**src/rtl/mvp_pkg.sv**
```systemverilog
// Shared constants for the MVP weight-sweep sequencer: FSM encoding and parameter defaults.
// Declarations only, so there is no logic and no latency here.
// There is no handshake; the files that need these constants import them.
package mvp_pkg;

    localparam int ADDR_W_DEF = 18;
    localparam int DATA_W_DEF = 32;
    localparam int RD_LAT_MIN = 1;
    localparam int RD_LAT_MAX = 4;

    typedef logic [2:0] state_t;

    localparam logic [2:0] ST_IDLE    = 3'd0;
    localparam logic [2:0] ST_ISSUE   = 3'd1;
    localparam logic [2:0] ST_DRAIN   = 3'd2;
    localparam logic [2:0] ST_CAPTURE = 3'd3;
    localparam logic [2:0] ST_DONE    = 3'd4;

endpackage

```
**src/rtl/mvp_vld_pipe.sv**
```systemverilog
// Valid delay line that mirrors the weight BRAM read latency.
// Latency is DEPTH cycles from in_vld to out_vld; a flush clears every stage on the next edge.
// There is no backpressure: the line shifts on every cycle.
module mvp_vld_pipe #(
    parameter int DEPTH = 2
) (
    input  logic clk,
    input  logic rst,
    input  logic flush,
    input  logic in_vld,
    output logic out_vld,
    output logic drain_last
);

    logic [DEPTH-1:0] stg_q;
    logic [DEPTH-1:0] stg_d;

    always_comb begin
        stg_d = (stg_q << 1) | DEPTH'(in_vld);
        if (flush) begin
            stg_d = '0;
        end
    end

    always_ff @(posedge clk or negedge rst) begin
        if (!rst) begin
            stg_q <= '0;
        end else begin
            stg_q <= stg_d;
        end
    end

    assign out_vld    = stg_q[DEPTH-1];
    // drain_last is high when only the output stage can still be occupied and nothing new enters.
    assign drain_last = !in_vld && ((stg_q << 1) == '0);

endmodule

```
**src/rtl/mvp_seq_ctrl.sv**
```systemverilog
// Weight-sweep sequencer: issues BRAM reads, aligns accumulate enables and captures the column sum.
// done is asserted length + RD_LAT + 2 cycles after start is accepted (2 cycles when length is 0).
// There is no backpressure: abort cancels the sweep, and start is ignored unless the FSM is idle.
module mvp_seq_ctrl
    import mvp_pkg::*;
#(
    parameter int ADDR_W = ADDR_W_DEF,
    parameter int DATA_W = DATA_W_DEF,
    parameter int RD_LAT = 2
) (
    input  logic              clk,
    input  logic              rst,
    input  logic              start,
    input  logic              abort,
    input  logic [ADDR_W-1:0] base_addr,
    input  logic [ADDR_W-1:0] length,
    output logic              rd_en,
    output logic [ADDR_W-1:0] rd_addr,
    output logic              acc_clr,
    output logic              acc_en,
    input  logic [DATA_W-1:0] sum_in,
    output logic              busy,
    output logic              done,
    output logic [DATA_W-1:0] result
);

    // A latency outside the supported BRAM range is clamped to the nearest supported value.
    localparam int LAT = (RD_LAT < RD_LAT_MIN) ? RD_LAT_MIN :
                         (RD_LAT > RD_LAT_MAX) ? RD_LAT_MAX : RD_LAT;

    state_t            state_q, state_d;
    logic [ADDR_W-1:0] addr_q, addr_d;
    logic [ADDR_W-1:0] cnt_q, cnt_d;
    logic [DATA_W-1:0] result_q, result_d;
    logic              accept;
    logic              pipe_flush;
    logic              drain_last;

    assign accept = (state_q == ST_IDLE) && start && !abort;

    always_comb begin
        state_d    = state_q;
        addr_d     = addr_q;
        cnt_d      = cnt_q;
        result_d   = result_q;
        pipe_flush = 1'b0;
        if (abort && (state_q != ST_IDLE)) begin
            state_d    = ST_IDLE;
            pipe_flush = 1'b1;
        end else begin
            case (state_q)
                ST_IDLE: begin
                    if (accept) begin
                        cnt_d = length;
                        // With a zero length the address register is left alone, so rd_addr keeps its last value.
                        if (length == '0) begin
                            state_d = ST_CAPTURE;
                        end else begin
                            addr_d  = base_addr;
                            state_d = ST_ISSUE;
                        end
                    end
                end
                ST_ISSUE: begin
                    cnt_d = cnt_q - ADDR_W'(1);
                    if (cnt_q == ADDR_W'(1)) begin
                        state_d = ST_DRAIN;
                    end else begin
                        addr_d = addr_q + ADDR_W'(1);
                    end
                end
                ST_DRAIN: begin
                    if (drain_last) begin
                        state_d = ST_CAPTURE;
                    end
                end
                ST_CAPTURE: begin
                    result_d = sum_in;
                    state_d  = ST_DONE;
                end
                ST_DONE: begin
                    state_d = ST_IDLE;
                end
                default: begin
                    state_d = ST_IDLE;
                end
            endcase
        end
    end

    always_ff @(posedge clk or negedge rst) begin
        if (!rst) begin
            state_q  <= ST_IDLE;
            addr_q   <= '0;
            cnt_q    <= '0;
            result_q <= '0;
        end else begin
            state_q  <= state_d;
            addr_q   <= addr_d;
            cnt_q    <= cnt_d;
            result_q <= result_d;
        end
    end

    mvp_vld_pipe #(
        .DEPTH (LAT)
    ) u_vld_pipe (
        .clk        (clk),
        .rst        (rst),
        .flush      (pipe_flush),
        .in_vld     (rd_en),
        .out_vld    (acc_en),
        .drain_last (drain_last)
    );

    assign rd_en   = (state_q == ST_ISSUE);
    assign rd_addr = addr_q;
    // The clear is qualified with reset so it stays low while reset is asserted, whatever start does.
    assign acc_clr = accept && rst;
    assign busy    = (state_q != ST_IDLE);
    assign done    = (state_q == ST_DONE);
    assign result  = result_q;

endmodule

```
**config.mk**
```make
export PLATFORM = sky130hd
export DESIGN_NAME = mvp_seq_ctrl
export DESIGN_NICKNAME = d
export VERILOG_FILES = /design/src/rtl/mvp_pkg.sv /design/src/rtl/mvp_vld_pipe.sv /design/src/rtl/mvp_seq_ctrl.sv
export SDC_FILE = /design/constraint.sdc
export NUM_CORES = 1
export LEC_CHECK = 0
export ABC_CLOCK_PERIOD_IN_PS = 5600
export CAP_MARGIN = 10
export CORE_AREA = 5 5 80 112
export CTS_BUF_LIST = sky130_fd_sc_hd__clkbuf_2
export DETAILED_ROUTE_END_ITERATION = 7
export DIE_AREA = 0 0 85 117
export PLACE_DENSITY = 0.85
export SLEW_MARGIN = 20
export SYNTH_ARGS = -nofsm -noshare
export SYNTH_HDL_FRONTEND = slang
export SYNTH_HIERARCHICAL = 1
export SYNTH_SLANG_ARGS = --single-unit
export TNS_END_PERCENT = 20
```
**constraint.sdc**
```tcl
create_clock -name clk -period 5.6 [get_ports clk]
set_clock_uncertainty 0.2 [all_clocks]
set_input_delay 1.68 -clock clk [delete_from_list [all_inputs] [get_ports clk]]
set_output_delay 1.68 -clock clk [all_outputs]
set_load 0.01 [all_outputs]
```
==> flow_summary_export.csv <==
group,metric,value,unit
status,status,"finished, final reports clean",
timing,period_share,91.0,%
timing,setup_viol,0,
hold_path,hold_class,"flip-flop to flip-flop",
setup_path,cp.required,3.72,ns
layout,fill_cells,629,
detailed_routing,drtPass1Iterations,5,
grt,track_usage,22.7,%
timing,worstMarginPinSlew,0.923,ns
logic_synthesis,syn_nets,470,
detailed_routing,drc_errors,0,
cts,cts_tree,"yes",
logic_synthesis,synth_most_common_cell,"dfrtp_1",
grt,grt_pass1_vias,3749,
floorplanning,initial_core_util,49.0,%
power,internal-power,842,µW
setup_path,path_class,"primary input to output port",
grt,antenna_found_initial,0,
cts,hold_buffers,0,
setup_path,worstPathArrival,3.22,ns
floorplanning,pin_count,127,
detailed_routing,ant_nets,0,
power,p_leak,2.14,nW
detailed_routing,num_vias,3632,
logic_synthesis,async_flop_share,100,%
logic_synthesis,yosysUniqueCellTypes,57,
grt,grt_pass1_wl,18000,µm
logic_synthesis,dominantRegCellSynth,"dfrtp_1",
cts,clk_pin_slew,0.20,ns
run,maxCapViolCount,0,
cts,clkSinkCount,73,
cts,clk_latency,0.53,ns
logic_synthesis,synth_area,3870,µm²
floorplanning,die_y,117,µm
power,switchingPower,430,µW
layout,final_nets,591,
floorplanning,dieArea,9950,µm²
power,sw_frac_of_total,33.8,%
grt,overflow,0,
grt,met3_usage,7.14,%
power,powerDensity,241,nW/µm²
placed_design,place.gp.congestion,0.873,
timing,min_period,5.10,ns
cts,cts-root-buf,"clkbuf_2",
logic_synthesis,yosysWarnings,6,
cts,htree_levels,3,
logic_synthesis,synth_top_area_share,47.2,%
logic_synthesis,seq_area_frac_synth,47.2,%
timing,tns,0,ns
power,combPwrFrac,27.9,%
placed_design,port_buffers,126,
layout,final_util,66.8,%
layout,multiInputGateArea,1890,µm²
setup_path,critPathLaunchType,"primary input",
logic_synthesis,avgSynthCellArea,9.80,µm²
logic_synthesis,synth_area_leaders,"dfrtp_1, mux2_2, a21oi_1, o21ai_0, nand2_1",
cts,cts_made_buffers,9,
grt,grt_max_degree,74,
detailed_routing,drt_iter0_markers,201,
timing,fmaxAchievable,196,MHz
detailed_routing,via_per_inst,5.83,
detailed_routing,routedWlPerCell,17.7,µm
setup_path,path_max_fanout,8,
logic_synthesis,ys_seq_elements,73,
layout,diodes,0,
timing,rsz0062_at_grt,"false",
power,seqPwrFrac,52.8,%
floorplanning,core-area,7910,µm²
grt,grt.busiest_layer,"met2",
layout,postLayoutCellArea,5280,µm²
timing,maxSlewViolCount,0,
layout,layout.area.seq,1830,µm²
timing,slew_headroom,38.5,%
logic_synthesis,synth_top_cell_by_area,"dfrtp_1",
logic_synthesis,postSynthCellCount,395,
grt,use_met1,25.2,%
cts,post_cts_resized,0,
layout,syn_to_final_growth,36.5,%
detailed_routing,routed_wl,11000,µm
cts,clockBufferDepth,2,
logic_synthesis,netlist_top_cells_count,"dfrtp_1, a21oi_1, mux2_2, nand2_1, nor2_1",
grt,grt_use_met2,39.8,%
placed_design,hpwl,8320,µm
placed_design,placedInstanceArea,5200,µm²
power,p_clk_share,19.3,%
setup_path,cp-end-kind,"output port",
floorplanning,die_x,85,µm
logic_synthesis,synth_enable_flop_cells,0,
floorplanning,rows,39,
power,worst_ir_drop_vdd,0.163,mV
layout,drive_gt1_share,13.6,%
cts,postCtsSetupBuffers,0,
timing,finalHoldViolCount,0,
[flip-flops by register name, summed over array words and instances (netlist names)]
| register | count |
|---|---|
| u_vld_pipe/stg_q | 2 |
| rd_addr | 18 |
| cnt_q | 18 |
| result | 32 |
| state_q | 3 |
[area by class of cell]
type | instances | share of cell area, %
multi-input cells | 287 | 35.7
clock inverters | 7 | 0.710
flip-flops and latches | 73 | 34.6
well taps | 102 | 2.42
clock buffers | 9 | 0.852
inverters | 11 | 0.781
repair buffers | 134 | 25.0
[metrics by stage]
stage | power [mW] | worst slack [ns] | hold WS, ns | instances
after floorplan | 0.840 | 1.63 | 0.264 | 395
after global placement | 1.02 | 0.503 | 0.289 | 607
after detailed placement | 1.04 | 0.494 | 0.293 | 607
after CTS | 1.28 | 0.501 | 0.335 | 623
after global routing | 1.34 | 0.420 | 0.347 | 623
final | 1.27 | 0.501 | 0.335 | 623
[cells in the final DEF (no fill, tap or decap), types with 4 or more instances in the layout]
cell,n
a21oi_1,33
a2bb2oi_1,7
a31oi_1,4
buf_4,9
clkbuf_2,9
clkdlybuf4s50_1,125
dfrtp_1,73
inv_1,10
mux2_2,33
nand2_1,33
nand3_1,9
nand4_1,7
nor2_1,31
nor2b_1,4
nor3_1,12
nor4_1,7
o21ai_0,25
o22ai_1,11
o31a_1,6
o31ai_1,8
or3_1,5
[path summary, 6_finish.rpt]
path | cells after the start | start | to | slack [ns]
min in group asynchronous | 2 | rst | rd_addr[17] | 1.15
max in group asynchronous | 2 | rst | rd_addr[10] | 3.44
worst max-delay path | 4 | start | acc_clr | 0.50
worst min-delay path | 1 | u_vld_pipe/stg_q[0] | u_vld_pipe/stg_q[1] | 0.33
worst max register to register | 8 | state_q[0] | cnt_q[13] | 2.84
worst min register to register | 1 | u_vld_pipe/stg_q[0] | u_vld_pipe/stg_q[1] | 0.33
[worst max-delay path, cell delays in order]
cell and delay (ns):
clkdlybuf4s50_1 0.59, nor2b_1 0.22, and3_1 0.17, clkdlybuf4s50_1 0.55
[power by group through the flow]
stage / logic [mW] / clock network [mW] / registers [mW]
global placement: 0.347 / 0 / 0.675
CTS: 0.359 / 0.250 / 0.669
detailed placement: 0.358 / 0 / 0.679
global route: 0.386 / 0.271 / 0.684
finish: 0.355 / 0.246 / 0.672
floorplan: 0.162 / 0 / 0.678
[routing by layer]
layer	wire [µm]	vias to the layer above
met5	0	-
met4	304	0
met3	951	22
met2	5660	161
met1	4130	1734
li1	-	1715
[logic make-up (layout without fill, tap and decap cells)]
kind of cell	after synthesis	in the layout	synth area share, %
DFF	73	73	47.2
muxes	33	33	9.60
buffers and inverters	35	161	4.17
adders and majority gates	3	3	0.970
AOI/OAI and AO/OA	121	121	20.5
and+or+nand+nor	130	130	17.6
(Power assumes the default switching activity.)
==> patch: new RTL, same flow settings <==
Make the reset (`rst`) synchronous in 2 clocked blocks.
--- a/src/rtl/mvp_vld_pipe.sv
+++ b/src/rtl/mvp_vld_pipe.sv
@@ -22,7 +22,7 @@
         end
     end
 
-    always_ff @(posedge clk or negedge rst) begin
+    always_ff @(posedge clk) begin
         if (!rst) begin
             stg_q <= '0;
         end else begin
--- a/src/rtl/mvp_seq_ctrl.sv
+++ b/src/rtl/mvp_seq_ctrl.sv
@@ -88,7 +88,7 @@
         end
     end
 
-    always_ff @(posedge clk or negedge rst) begin
+    always_ff @(posedge clk) begin
         if (!rst) begin
             state_q  <= ST_IDLE;
             addr_q   <= '0;
Check against the original RTL: differs if rst is asserted again (counterexample within 4 cycles, from zero or initial values and one cycle with rst low); with rst held inactive, the same outputs for 10 cycles.
==> patch against the unedited design <==
  * Area after synthesis decreased by 1.1%
  * Total power fell by 12%
  * Final area is 3.0% lower
  * Sequential share of layout area shrank 6.0 points
  * Core utilization fell by 2.0 points
  * Global-route usage shrank 0.58 points
  * Wire length increased by 0.75%
  * Worst setup slack worse by 0.15 ns
  * Maximum frequency down 2.9%
  * Combinational power is 15% lower
  * Register-to-register slack worse by 0.15 ns
  * Sequential cell count stayed put
==> patch: results (changes against the unedited design) <==
- Outcome: completed
- Vias per inst: 5.875 (+0.77%)
- GRT Util Overall: 0.2212 (-0.005762)
- Clock buffers: 10 (+1)
- Clock-cell share of area: 0.01465 (-0.0009767)
- Worst rel slew slack: 0.4790 (+0.09430)
- Commonest cells post-synth: nand2_1, dfxtp_1, a21oi_1
- Unique masters post-synth: 65 (+14%)
- Fillers: 712 (+13%)
- Placed cell area: 5047 um2 (-3.0%)
- Data buffer area share: 0.2579 (+0.008292)
- Net Count, Synth: 565 (+20%)
- Nets: 672 (+14%)
- Async SR Flop Fraction: 0 (-1.000)
- CP max FO: 7 (-1)
- Worst VDD drop: 0.1613 mV (-1.3%)
- Max incr delay on CP: 0.54 ns (-0.05 ns)
- Sw Ratio: 0.3352 (-0.002962)
- Arrival time worst endpoint: 3.37 ns (+0.15 ns)
- Routed length per instance: 15.81 um (-11%)
- Sequential area share after synthesis: 0.3817 (-0.09033)
- Vias in the first global route: 3883 (+3.6%)
- GPL Wtd Cong: 0.8973 (+2.8%)
- Layout cells sized above 1: 0.06478 (-0.07149)
- Nonclk inv count: 6 (-5)
- Largest net degree at the start of global routing: 63 (-15%)
- P_clk: 238 uW (-3%)
- Combinational group power: 301 uW (-15%)
- Area occupied by registers: 1461 um2 (-20%)
- Iteration-0 DRC Markers: 358 (+78%)
- First-pass GRT wire length: 17.95 mm (-0.27%)
- Multi-input comb cells: 373 (+30%)
- Detailed placer's ending HPWL: 7.916 mm (-4.8%)
- Multi-input combinational area share: 0.4129 (+0.05585)
-- patch: cell types whose count changed after synthesis, moves of 10 or more --
cell,change
dfrtp_1,-73
mux2_2,-33
nand2_1,+64
a21oi_1,+33
o22ai_1,-10
dfxtp_1,+73
clkbuf_1,+15
o31ai_1,+10
-- patch: cell families after synthesis --
group,synth area share
mux,0.007843
buf+inv,0.06732
flops,0.3817
compound gates,0.2703
simple gates,0.2631
fa+ha+maj,0.009805
-- patch: routing by layer --
| metal | wire [um] | GRT usage | part of all wire | up-vias |
|---|---|---|---|---|
| met5 | 0 | 0 | 0 | - |
| met1 | 4206 | 0.2424 | 0.38 | 1913 |
| met4 | 293 | 0.1088 | 0.026 | 0 |
| met2 | 5528 | 0.3828 | 0.50 | 183 |
| met3 | 1105 | 0.07423 | 0.099 | 25 |
| li1 | - | - | - | 2015 |
-- patch: worst paths after layout --
| path | start | to | slack [ns] | cells after the start |
|---|---|---|---|---|
| worst max-delay path | abort | acc_clr | 0.35 | 6 |
| worst min-delay path | result[3] | result[3] | 0.27 | 2 |
| worst max register to register | state_q[0] | rd_addr[16] | 2.69 | 5 |
| worst min register to register | result[3] | result[3] | 0.27 | 2 |
-- patch: through the flow --
stage | util | total power, mW | instances | setup slack [ns] | hold WS [ns]
5_1_grt | 0.6481 | 1.190 | 704 | 0.1999 | 0.2910
6_report | 0.6481 | 1.126 | 704 | 0.3479 | 0.2677
3_5_place_dp | 0.6385 | 0.8941 | 688 | 0.3532 | 0.2457
2_1_floorplan | - | 0.7761 | 490 | 1.226 | 0.2475
4_1_cts | 0.6480 | 1.131 | 704 | 0.3437 | 0.2677
3_3_place_gp | 0.6385 | 0.8852 | 688 | 0.3855 | 0.2406
